$ cat config.mk
export PLATFORM = sky130hd
export DESIGN_NAME = lc3_ctrl
export DESIGN_NICKNAME = d
export VERILOG_FILES = /design/src/rtl/lc3_pkg.sv /design/src/rtl/lc3_ctrl_memwait.sv /design/src/rtl/lc3_ctrl.sv
export SDC_FILE = /design/constraint.sdc
export NUM_CORES = 1
export LEC_CHECK = 0
export CORE_UTILIZATION = 43
export CTS_BUF_LIST = sky130_fd_sc_hd__clkbuf_16
export CTS_CLUSTER_SIZE = 28
export DETAILED_ROUTE_END_ITERATION = 6
export MAX_ROUTING_LAYER = met4
export PLACE_DENSITY_LB_ADDON = 0.12
export SYNTH_ARGS = -nofsm -noshare
export SYNTH_HDL_FRONTEND = slang
export SYNTH_SLANG_ARGS = --single-unit
export TNS_END_PERCENT = 20
$ cat constraint.sdc
create_clock -name clk -period 2.95 [get_ports clk]
set_clock_uncertainty 0.05 [all_clocks]
set_input_delay 0.4425 -clock clk [delete_from_list [all_inputs] [get_ports clk]]
set_output_delay 0.4425 -clock clk [all_outputs]
set_load 0.02 [all_outputs]
$ cat src/rtl/lc3_pkg.sv
// Shared encodings for the LC-3 control unit: opcodes, FSM states and
// the datapath select codes driven on pcmux_sel and alu_op.
package lc3_pkg;

   localparam logic [3:0] OP_BR   = 4'b0000;
   localparam logic [3:0] OP_ADD  = 4'b0001;
   localparam logic [3:0] OP_LD   = 4'b0010;
   localparam logic [3:0] OP_ST   = 4'b0011;
   localparam logic [3:0] OP_AND  = 4'b0101;
   localparam logic [3:0] OP_LDR  = 4'b0110;
   localparam logic [3:0] OP_STR  = 4'b0111;
   localparam logic [3:0] OP_NOT  = 4'b1001;
   localparam logic [3:0] OP_JMP  = 4'b1100;
   localparam logic [3:0] OP_LEA  = 4'b1110;
   localparam logic [3:0] OP_TRAP = 4'b1111;

   localparam logic [1:0] PC_INC   = 2'd0;
   localparam logic [1:0] PC_ADDER = 2'd1;
   localparam logic [1:0] PC_BASE  = 2'd2;

   localparam logic [1:0] ALU_ADD   = 2'd0;
   localparam logic [1:0] ALU_AND   = 2'd1;
   localparam logic [1:0] ALU_NOT   = 2'd2;
   localparam logic [1:0] ALU_PASSA = 2'd3;

   typedef enum logic [3:0] {
      S_FETCH0   = 4'd0,
      S_FETCH1   = 4'd1,
      S_FETCH2   = 4'd2,
      S_DECODE   = 4'd3,
      S_EXEC_ALU = 4'd4,
      S_EXEC_BR  = 4'd5,
      S_EXEC_JMP = 4'd6,
      S_EXEC_LEA = 4'd7,
      S_ADDR     = 4'd8,
      S_MEM_RD   = 4'd9,
      S_MEM_WR   = 4'd10,
      S_WB       = 4'd11,
      S_HALT     = 4'd12,
      S_ERROR    = 4'd13
   } state_e;

endpackage

$ cat src/rtl/lc3_ctrl_memwait.sv
// Memory wait watchdog: counts consecutive stalled cycles of an active
// access and flags the cycle in which the stall budget is used up.
module lc3_ctrl_memwait #(
   parameter int MEM_WAIT_MAX = 15
) (
   input  logic clk,
   input  logic rst,
   input  logic active,
   input  logic ready,
   output logic timeout
);
   localparam int CW = $clog2(MEM_WAIT_MAX + 1);

   logic [CW-1:0] cnt_q;
   logic [CW-1:0] cnt_d;
   logic          stall_s;

   assign stall_s = active & ~ready;
   // cnt_q holds stalls already completed, so the current stall is the last allowed one
   assign timeout = stall_s & (cnt_q == CW'(MEM_WAIT_MAX - 1));

   // next count: advance on a stall, otherwise restart
   always_comb begin
      cnt_d = '0;
      if (stall_s) begin
         cnt_d = cnt_q + CW'(1);
      end else begin
         cnt_d = '0;
      end
   end

   // stall counter register
   always_ff @(posedge clk or negedge rst) begin
      if (!rst) begin
         cnt_q <= '0;
      end else begin
         cnt_q <= cnt_d;
      end
   end

endmodule

$ cat src/rtl/lc3_ctrl.sv
// LC-3 multicycle control FSM: Moore decode of datapath enables from the
// state register, with a memory-stall watchdog that traps into ERROR.
module lc3_ctrl
   import lc3_pkg::*;
#(
   parameter int MEM_WAIT_MAX = 15
) (
   input  logic        clk,
   input  logic        rst,
   input  logic [15:0] ir,
   input  logic [2:0]  nzp,
   input  logic        mem_ready,
   output logic        ld_mar,
   output logic        ld_mdr,
   output logic        ld_ir,
   output logic        ld_pc,
   output logic        ld_reg,
   output logic        ld_cc,
   output logic        gate_pc,
   output logic        gate_mdr,
   output logic        gate_alu,
   output logic        gate_marmux,
   output logic [1:0]  pcmux_sel,
   output logic [1:0]  alu_op,
   output logic        mem_en,
   output logic        mem_we,
   output logic        halt,
   output logic        illegal
);
   state_e     state_q, state_d;
   logic       illegal_q, illegal_d;
   logic       mem_state_s;
   logic       timeout_s;
   logic [3:0] opcode_s;
   logic       unused_s;

   assign opcode_s    = ir[15:12];
   assign unused_s    = ^ir[8:0];
   assign mem_state_s = (state_q == S_FETCH1) | (state_q == S_MEM_RD) | (state_q == S_MEM_WR);
   assign illegal     = illegal_q;

   lc3_ctrl_memwait #(.MEM_WAIT_MAX(MEM_WAIT_MAX)) u_memwait (
      .clk     (clk),
      .rst     (rst),
      .active  (mem_state_s),
      .ready   (mem_ready),
      .timeout (timeout_s)
   );

   // state and sticky illegal flag
   always_ff @(posedge clk or negedge rst) begin
      if (!rst) begin
         state_q   <= S_FETCH0;
         illegal_q <= 1'b0;
      end else begin
         state_q   <= state_d;
         illegal_q <= illegal_d;
      end
   end

   // next-state and Moore output decode
   always_comb begin
      state_d     = state_q;
      illegal_d   = illegal_q;
      ld_mar      = 1'b0;
      ld_mdr      = 1'b0;
      ld_ir       = 1'b0;
      ld_pc       = 1'b0;
      ld_reg      = 1'b0;
      ld_cc       = 1'b0;
      gate_pc     = 1'b0;
      gate_mdr    = 1'b0;
      gate_alu    = 1'b0;
      gate_marmux = 1'b0;
      pcmux_sel   = PC_INC;
      alu_op      = ALU_ADD;
      mem_en      = 1'b0;
      mem_we      = 1'b0;
      halt        = 1'b0;
      case (state_q)
         S_FETCH0: begin
            gate_pc = 1'b1;
            ld_mar  = 1'b1;
            ld_pc   = 1'b1;
            state_d = S_FETCH1;
         end
         S_FETCH1, S_MEM_RD: begin
            mem_en = 1'b1;
            ld_mdr = mem_ready;
            if (mem_ready) begin
               state_d = (state_q == S_FETCH1) ? S_FETCH2 : S_WB;
            end else if (timeout_s) begin
               state_d   = S_ERROR;
               illegal_d = 1'b1;
            end else begin
               state_d = state_q;
            end
         end
         S_FETCH2: begin
            gate_mdr = 1'b1;
            ld_ir    = 1'b1;
            state_d  = S_DECODE;
         end
         S_DECODE: begin
            case (opcode_s)
               OP_ADD, OP_AND, OP_NOT:    state_d = S_EXEC_ALU;
               OP_BR:                     state_d = S_EXEC_BR;
               OP_JMP:                    state_d = S_EXEC_JMP;
               OP_LEA:                    state_d = S_EXEC_LEA;
               OP_LD, OP_LDR, OP_ST, OP_STR: state_d = S_ADDR;
               OP_TRAP:                   state_d = S_HALT;
               default: begin
                  state_d   = S_HALT;
                  illegal_d = 1'b1;
               end
            endcase
         end
         S_EXEC_ALU: begin
            gate_alu = 1'b1;
            ld_reg   = 1'b1;
            ld_cc    = 1'b1;
            case (opcode_s)
               OP_AND:  alu_op = ALU_AND;
               OP_NOT:  alu_op = ALU_NOT;
               default: alu_op = ALU_ADD;
            endcase
            state_d = S_FETCH0;
         end
         S_EXEC_BR: begin
            // an all-zero condition field never matches, so it is never taken
            if ((ir[11:9] & nzp) != 3'b000) begin
               ld_pc     = 1'b1;
               pcmux_sel = PC_ADDER;
            end else begin
               ld_pc     = 1'b0;
            end
            state_d = S_FETCH0;
         end
         S_EXEC_JMP: begin
            ld_pc     = 1'b1;
            pcmux_sel = PC_BASE;
            state_d   = S_FETCH0;
         end
         S_EXEC_LEA: begin
            gate_marmux = 1'b1;
            ld_reg      = 1'b1;
            state_d     = S_FETCH0;
         end
         S_ADDR: begin
            gate_marmux = 1'b1;
            ld_mar      = 1'b1;
            // opcode bit 12 separates stores (ST/STR) from loads (LD/LDR)
            if (ir[12]) begin
               state_d = S_MEM_WR;
            end else begin
               state_d = S_MEM_RD;
            end
         end
         S_MEM_WR: begin
            mem_en   = 1'b1;
            mem_we   = 1'b1;
            gate_alu = 1'b1;
            alu_op   = ALU_PASSA;
            if (mem_ready) begin
               state_d = S_FETCH0;
            end else if (timeout_s) begin
               state_d   = S_ERROR;
               illegal_d = 1'b1;
            end else begin
               state_d = S_MEM_WR;
            end
         end
         S_WB: begin
            gate_mdr = 1'b1;
            ld_reg   = 1'b1;
            ld_cc    = 1'b1;
            state_d  = S_FETCH0;
         end
         S_HALT, S_ERROR: begin
            halt    = 1'b1;
            state_d = state_q;
         end
         default: begin
            state_d   = S_ERROR;
            illegal_d = 1'b1;
         end
      endcase
   end

endmodule
==> impl_metrics.csv, run 1 <==
group,metric,value,unit
sta,report.final.slew_viol_count,0,
logic_synthesis,post-synth-top-area-cell,"dfrtp_1",
finish,syn_to_final_growth,47.5,%
logic_synthesis,ys_seq_area_frac,0.277,
setup_path,criticalPathCategory,"in2out",
sta,fmax,378,MHz
setup_path,cp.required,2460,ps
sta,hold_viol,0,
pwr,power.leakage,0.000458,uW
pwr,p_total,1190,uW
outcome,status,"complete, no violations",
finish,nNetsFinal,158,
clocking,cts_max_path_buffers,2,
logic_synthesis,syn_area,812,sq um
finish,drive_gt1_frac,0.0526,
sta,tns,0,ps
worst_hold_path,worstHoldStart,"u_memwait.cnt_q[0]",
die,placementRows,15,
sta,maxSlewHeadroom,0.652,
run,maxCapViolations,0,
worst_hold_path,min_path_type,"reg2reg",
clocking,htree_levels,1,
sta,tightest_slew,523,ps
die,design.core.area,1750,sq um
logic_synthesis,synth.most_common_cell,"nor2_1",
grt,grt_antenna_before_repair,0,
logic_synthesis,synth_common_cells,"nor2_1, dfrtp_1, nand2b_1, nor3_1, a21oi_1",
logic_synthesis,synth_edf_count,0,
clocking,clk_pin_slew,40,ps
setup_path,rr_startpoint,"state_q[3]",
drt,initialDrtViolationCount,13,
pwr,ir_worst_vdd,671,uV
drt,drc,0,
sta,period_share,0.897,
clocking,cts_tree,"built",
setup_path,critical_path_arrival,2150,ps
drt,num_vias,864,
setup_path,startpoint_type,"input pin",
logic_synthesis,async_reset_ff_frac,1.00,
pwr,powerDensity,997,nW/um^2
setup_path,crit_path_max_fanout,6,
drt,routed_wl,1980,um
clocking,cts_root_buf,"clkbuf_16",
drt,dr.pass1.iters,4,
clocking,cts_made_buffers,3,
clocking,ctsHoldBuffers,0,
clocking,cts_resized,0,
sta,final.min_clock_period,2640,ps
logic_synthesis,yosysWarnings,0,
logic_synthesis,synth_nets,130,
grt,grt_overflow,0,
drt,wl_per_cell,12.5,um
drt,ant_nets,0,
drt,via_per_inst,5.47,
placement,io_buffers,30,
finish,final_util,0.686,
logic_synthesis,syn_avg_cell_area,7.66,sq um
placement,routabilityCongestion,0.852,
die,start_util,0.465,
clocking,clkLatencyLatePin,230,ps
placement,hpwl,1440,um
logic_synthesis,ys_top_cells_by_area,"dfrtp_1, nor2_1, nand2b_1, nor3_1, nor2b_1",
worst_hold_path,hold_depth,1,
logic_synthesis,yosysUniqueCellTypes,40,
finish,antenna_cells,0,
logic_synthesis,yosys_register_bits,9,
clocking,cts_sinks,9,
die,dieArea,2070,sq um
logic_synthesis,ys.flop_type,"dfrtp_1",
grt,grt_max_degree,21,
grt,grt_pass1_wl,3150,um
clocking,cts_setup_buffers,0,
grt,track_usage,0.218,
logic_synthesis,synthCells,106,
sta,setup_violations,0,
sta,rsz0062_at_grt,"false",
logic_synthesis,synth.top_cell.area_share,0.277,
die,dieWidth,45.5,um
die,boundaryPins,40,
grt,grt_pass1_vias,738,
setup_path,rr_worst_depth,3,
setup_path,startpoint,"ir[12]",
die,dieHeight,45.5,um
setup_path,end_kind,"output pin",
-- where the power goes --
part           internal [uW]  switching (uW)  leakage [uW]
clock                    179            58.7     0.0000409
sequential               165             121      0.000114
combinational            331             340      0.000303
-- routing by layer --
layer,wire length [um],vias up,part of all wire,GRT usage
met3,56,0,0.028,0.0357
met1,949,397,0.48,0.291
met5,0,-,0,-
met2,975,22,0.49,0.326
met4,0,0,0,0.0909
li1,-,445,-,-
-- flip-flops by register name (all words and copies together), names as in the netlist --
| name | count |
|---|---|
| illegal | 1 |
| state_q | 4 |
| u_memwait.cnt_q | 4 |
-- cell families (layout without fill, tap and decap cells) --
family,after synthesis,in the layout,synth area share
simple gates,54,54,0.379
buf+inv,10,37,0.0508
compound gates,29,29,0.240
xor+xnor,2,2,0.0216
flops,9,9,0.277
fa+ha+maj,2,2,0.0308
-- layout make-up --
| cell class | instances | area [sq um] |
|---|---|---|
| Inverter | 2 | 7.51 |
| Clock inverter | 1 | 5.00 |
| Tap cell | 25 | 31.3 |
| Sequential cell | 9 | 225 |
| Multi-Input combinational cell | 87 | 546 |
| Clock buffer | 3 | 75.1 |
| Fill cell | 148 | 548 |
| Timing Repair Buffer | 31 | 308 |
-- worst max-delay path: stages --
cell and delay, ps:
clkdlybuf4s50_1 600, nand2b_1 150, nor3b_1 230, o21a_1 130, clkdlybuf4s50_1 590
-- cells in the final DEF, fill, tap and decap left out, types with 2 or more instances in the layout --
cell type / count
nor2b_1: 5
clkdlybuf4s50_1: 30
nor3b_1: 2
o21ai_0: 3
nor3_1: 7
a21o_1: 2
nor2_1: 15
nand3b_1: 2
o21ai_1: 2
nand2b_1: 8
nor4_1: 2
a31oi_1: 2
o22ai_1: 2
nand2_1: 4
a21oi_1: 6
clkbuf_16: 3
o21a_1: 3
dfrtp_1: 9
ha_1: 2
inv_1: 2
-- path summary, 6_finish.rpt --
kind	to	slack, ps
max	alu_op[0]	310
min	u_memwait.cnt_q[0]	440
max reg2reg	state_q[3]	1160
min reg2reg	u_memwait.cnt_q[0]	440
max in group asynchronous	state_q[1]	2110
min in group asynchronous	state_q[2]	460
-- per-stage QoR --
step           worst slack [ps]  instances  hold slack [ps]  area [sq um]
2_1_floorplan               916        106             96.9           812
3_3_place_gp                353        154              427          1120
3_5_place_dp                334        154              438          1120
4_1_cts                     312        158              443          1200
5_1_grt                     177        158              461          1200
6_report                    305        158              443          1200
No activity file was read; power rests on OpenSTA's default activity.
==> inputs of run 2 (changes only) <==
--- a/config.mk
+++ b/config.mk
@@ -5,7 +5,9 @@
 export SDC_FILE = /design/constraint.sdc
 export NUM_CORES = 1
 export LEC_CHECK = 0
-export CORE_UTILIZATION = 43
+export ABC_CLOCK_PERIOD_IN_PS = 2550
+export CAP_MARGIN = 30
+export CORE_UTILIZATION = 40
 export CTS_BUF_LIST = sky130_fd_sc_hd__clkbuf_16
 export CTS_CLUSTER_SIZE = 28
 export DETAILED_ROUTE_END_ITERATION = 6
==> constraint.sdc (replaced) <==
create_clock -name clk -period 2.55 [get_ports clk]
set_clock_uncertainty 0.05 [all_clocks]
set_input_delay 0.3825 -clock clk [delete_from_list [all_inputs] [get_ports clk]]
set_output_delay 0.3825 -clock clk [all_outputs]
set_load 0.02 [all_outputs]
==> impl_metrics.csv, run 2 (synthesis results as in run 1) <==
group,metric,value,unit
finish,drive_gt1_frac,0.100,
sta,fmax,414,MHz
die,placementRows,15,
sta,fin_ws,133,ps
finish,syn_to_final_growth,53.9,%
grt,grt_max_degree,17,
setup_path,critical_path_arrival,1980,ps
placement,io_buffers,30,
pwr,power.leakage,0.000492,uW
drt,wl_met2,1040,um
outcome,status,"complete, no violations",
clocking,cts_max_path_buffers,2,
drt,via_per_inst,5.47,
grt,grt_pass1_vias,776,
setup_path,end_kind,"output pin",
clocking,clk_pin_slew,40,ps
finish,final_common_cell,"clkdlybuf4s50_1",
placement,pre_cts_ws,184,ps
sta,tns,0,ps
grt,grt_pass1_wl,3330,um
sta,setup_violations,0,
clocking,cts_tree,"built",
drt,wl_per_cell,13.2,um
die,start_util,0.446,
finish,nNetsFinal,165,
pwr,pwr-share-clk,0.189,
clocking,clkLatencyLatePin,230,ps
setup_path,path_cells,"nand2b_1, nor3_1, a21o_1, clkdlybuf4s50_1",
sta,tightest_slew,407,ps
drt,dr.pass1.iters,4,
pwr,netSwitchingPower,614,uW
drt,top_layer,"met4",
finish,fin_cells,165,
clocking,cts_made_buffers,3,
setup_path,cp_slowest_cell,"clkdlybuf4s50_1",
run,maxCapViolations,0,
clocking,cts_sinks,9,
finish,layout_common_cells,"clkdlybuf4s50_1, nor2_1, nand2b_1, dfrtp_1, buf_4",
sta,period_share,0.948,
drt,drc,0,
die,dieWidth,47.1,um
setup_path,criticalPathCategory,"reg2out",
setup_path,crit_path_max_fanout,14,
setup_path,cp.required,2120,ps
clocking,cts_setup_buffers,0,
drt,initialDrtViolationCount,28,
sta,maxSlewHeadroom,0.728,
pwr,swShare,0.433,
setup_path,startpoint_type,"flop",
placement,dp.cells,161,
placement,hpwl,1650,um
drt,met3_length,88,um
finish,fill_cells,159,
drt,met1Wirelength,1040,um
pwr,p_comb_frac,0.594,
placement,routabilityCongestion,0.813,
pwr,power.internal,803,uW
die,boundaryPins,40,
pwr,powerDensity,1130,nW/um^2
sta,rsz0062_at_grt,"false",
grt,grt_antenna_before_repair,0,
drt,num_vias,903,
finish,antenna_cells,0,
die,design.core.area,1820,sq um
clocking,htree_levels,1,
clocking,cts_root_buf,"clkbuf_16",
setup_path,cpPeakStageDelay,600,ps
pwr,ir_worst_vdd,830,uV
grt,track_usage,0.223,
die,dieHeight,47.1,um
worst_hold_path,min_path_type,"in2async",
sta,report.final.slew_viol_count,0,
sta,hold_viol,0,
die,dieArea,2210,sq um
sta,final.min_clock_period,2420,ps
grt,grt_overflow,0,
drt,ant_nets,0,
drt,routed_wl,2180,um
pwr,seq_power_share,0.217,
-- run 2: worst paths after layout --
| path | from | end | depth (start not counted) | slack (ps) |
|---|---|---|---|---|
| setup / recovery | state_q[1] | ld_pc | 4 | 130 |
| hold / removal | rst | u_memwait.cnt_q[3] | 1 | 400 |
| setup reg to reg | state_q[3] | state_q[3] | 4 | 690 |
| hold reg to reg | u_memwait.cnt_q[0] | u_memwait.cnt_q[0] | 1 | 440 |
| max in group asynchronous | rst | state_q[0] | 1 | 1740 |
| min in group clk | u_memwait.cnt_q[0] | u_memwait.cnt_q[0] | 1 | 440 |
-- run 2: power groups by stage --
stage	clock network (uW)	registers [uW]	logic, uW
2_1_floorplan	0	239	580
3_3_place_gp	0	301	818
3_5_place_dp	0	303	835
4_1_cts	271	302	840
5_1_grt	278	323	911
6_report	268	308	842
-- run 2: worst max-delay path, delay by kind of cell, from the launching register on --
kind | cells | cell delay (ps)
buffers and inverters | 1 | 600
and+or+nand+nor | 2 | 540
DFF | 1 | 510
AOI/OAI and AO/OA | 1 | 110
-- run 2: what timing repair did --
action	CTS	global route
gates resized for setup	0	1
hold buffers	0	0
setup endpoints to repair	0	1
-- run 2: area by class of cell --
type	instances	area, sq um	share of cell area
clock buffer	3	75.1	0.0601
sequential	9	226	0.181
inverter	2	7.51	0.00601
timing repair buffer	38	360	0.288
tap	25	31.3	0.0250
multi-input combinational	87	546	0.436
clock inverter	1	3.75	0.00300
-- run 2: metrics by stage --
stage	cell area, sq um	utilization	power (uW)	hold slack, ps
after floorplan	812	-	819	36.9
final	1250	0.687	1420	400
after global routing	1250	0.687	1510	453
after detailed placement	1170	0.643	1140	436
after CTS	1250	0.686	1410	412
after global placement	1170	0.643	1120	424
-- run 2: layer usage --
layer / vias up / GRT usage
met5: - / -
met4: 0 / 0.0514
met3: 2 / 0.0462
met2: 23 / 0.358
met1: 420 / 0.287
li1: 458 / -
==> inputs of run 3 (changes only) <==
--- a/config.mk
+++ b/config.mk
@@ -5,7 +5,7 @@
 export SDC_FILE = /design/constraint.sdc
 export NUM_CORES = 1
 export LEC_CHECK = 0
-export ABC_CLOCK_PERIOD_IN_PS = 2550
+export ABC_CLOCK_PERIOD_IN_PS = 2240
 export CAP_MARGIN = 30
 export CORE_UTILIZATION = 40
 export CTS_BUF_LIST = sky130_fd_sc_hd__clkbuf_16
==> constraint.sdc (replaced) <==
create_clock -name clk -period 2.24 [get_ports clk]
set_clock_uncertainty 0.05 [all_clocks]
set_input_delay 0.336 -clock clk [delete_from_list [all_inputs] [get_ports clk]]
set_output_delay 0.336 -clock clk [all_outputs]
set_load 0.02 [all_outputs]
==> impl_metrics.csv, run 3 (synthesis results as in run 1) <==
group,metric,value,unit
drt,dr.pass1.iters,4,
setup_path,crit_buf_inv,2,
setup_path,critical_path_arrival,1770,ps
sta,maxSlewHeadroom,0.743,
clocking,cts_root_buf,"clkbuf_16",
drt,initialDrtViolationCount,40,
grt,track_usage,0.244,
worst_hold_path,min_path_type,"in2async",
clocking,cts_tree,"built",
die,placementRows,15,
placement,dpl-instance-area,1210,sq um
setup_path,crit_cells,4,
drt,num_vias,946,
grt,grt_overflow,0,
finish,antenna_cells,0,
pwr,p_total,1640,uW
placement,hpwl,1760,um
sta,rsz0062_at_grt,"false",
finish,layout_common_cells,"clkdlybuf4s50_1, nor2_1, buf_4",
setup_path,r2r_setup_slack,410,ps
setup_path,rr_worst_depth,4,
die,dieHeight,47.1,um
drt,via_per_inst,5.56,
die,start_util,0.446,
sta,period_share,0.963,
clocking,cts_made_buffers,3,
pwr,power.leakage,0.000605,uW
clocking,cts_sinks,9,
drt,ant_nets,0,
sta,setup_violations,0,
finish,nNetsFinal,170,
drt,drc,0,
drt,wl_per_cell,14.0,um
sta,tightest_slew,384,ps
run,maxCapViolations,0,
sta,final.min_clock_period,2160,ps
setup_path,cp_slowest_cell,"clkdlybuf4s50_1",
finish,final_util,0.709,
clocking,ctsHoldBuffers,0,
setup_path,rr_startpoint,"state_q[3]",
clocking,cts_max_path_buffers,2,
die,design.core.area,1820,sq um
setup_path,end_kind,"output pin",
drt,routed_wl,2380,um
setup_path,startpoint_type,"flop",
sta,report.final.slew_viol_count,0,
finish,drive_gt1_frac,0.159,
setup_path,cpPeakStageDelay,640,ps
setup_path,crit_path_max_fanout,12,
grt,grt_max_degree,14,
setup_path,cp.required,1850,ps
placement,routabilityCongestion,0.857,
finish,syn_to_final_growth,59.0,%
pwr,powerDensity,1270,nW/um^2
pwr,ir_worst_vdd,853,uV
sta,hold_viol,0,
clocking,clk_pin_slew,40,ps
outcome,status,"complete, no violations",
grt,grt_pass1_vias,804,
grt,grt_pass1_wl,3590,um
clocking,htree_levels,1,
clocking,cts_setup_buffers,0,
setup_path,r2r_end,"state_q[3]",
clocking,clkLatencyLatePin,230,ps
finish,final_common_cell,"clkdlybuf4s50_1",
setup_path,criticalPathCategory,"reg2out",
placement,io_buffers,30,
die,dieWidth,47.1,um
setup_path,path_delay_family,"buffers and inverters",
finish,final_cell_area,1290,sq um
grt,grt_antenna_before_repair,0,
sta,fmax,464,MHz
die,boundaryPins,40,
die,dieArea,2210,sq um
setup_path,path_cells,"buf_4, nand3b_1, a21oi_1, clkdlybuf4s50_1",
## run 3: cell type report
type,count,area [sq um]
inverters,2,7.51
fillers,147,529
repair buffers,43,393
clock inverters,1,3.75
multi-input cells,87,551
flip-flops and latches,9,230
well taps,25,31.3
clock buffers,3,75.1
## run 3: worst reg2reg max path: cells and delay by family (launching register included)
kind / cells / cell delay (ps)
and+or+nand+nor: 2 / 890
DFF: 1 / 450
buffers and inverters: 1 / 190
AOI/OAI and AO/OA: 1 / 170
## run 3: power breakdown
part / total [uW] / internal, uW / switching [uW]
registers: 338 / 227 / 111
logic: 992 / 463 / 528
clock network: 306 / 233 / 73.3
total: 1640 / 923 / 713
## run 3: through the flow
stage,std cells,TNS [ps],worst slack [ps],hold slack (ps)
after floorplan,106,0,313,-9.59
after global placement,166,-36.3,-34.4,419
after detailed placement,166,-108,-74.2,438
after CTS,170,0,0.299,360
after global routing,170,0,7.08,382
final,170,0,83.0,344
## run 3: worst max path at each step
| stage | from | to | slack, ps |
|---|---|---|---|
| CTS | state_q[3] | mem_en | 0.3 |
| finish | state_q[3] | mem_en | 80 |
| detailed placement | ir[9] | ld_pc | -70 |
| global route | state_q[3] | mem_en | 7 |
| floorplan | state_q[2] | ld_pc | 310 |
| global placement | ir[13] | alu_op[0] | -30 |
## run 3: per-layer routing
layer,part of all wire,GRT usage,wire (um)
met1,0.44,0.303,1050
met2,0.47,0.383,1130
met3,0.052,0.0231,125
met4,0.032,0.143,76
met5,0,-,0
## run 3: timing repair
action | in CTS | in global routing
gates resized for setup | 11 | 7
pin swaps | 1 | 0
hold endpoints to repair | 0 | 0
setup endpoints to repair | 10 | 7
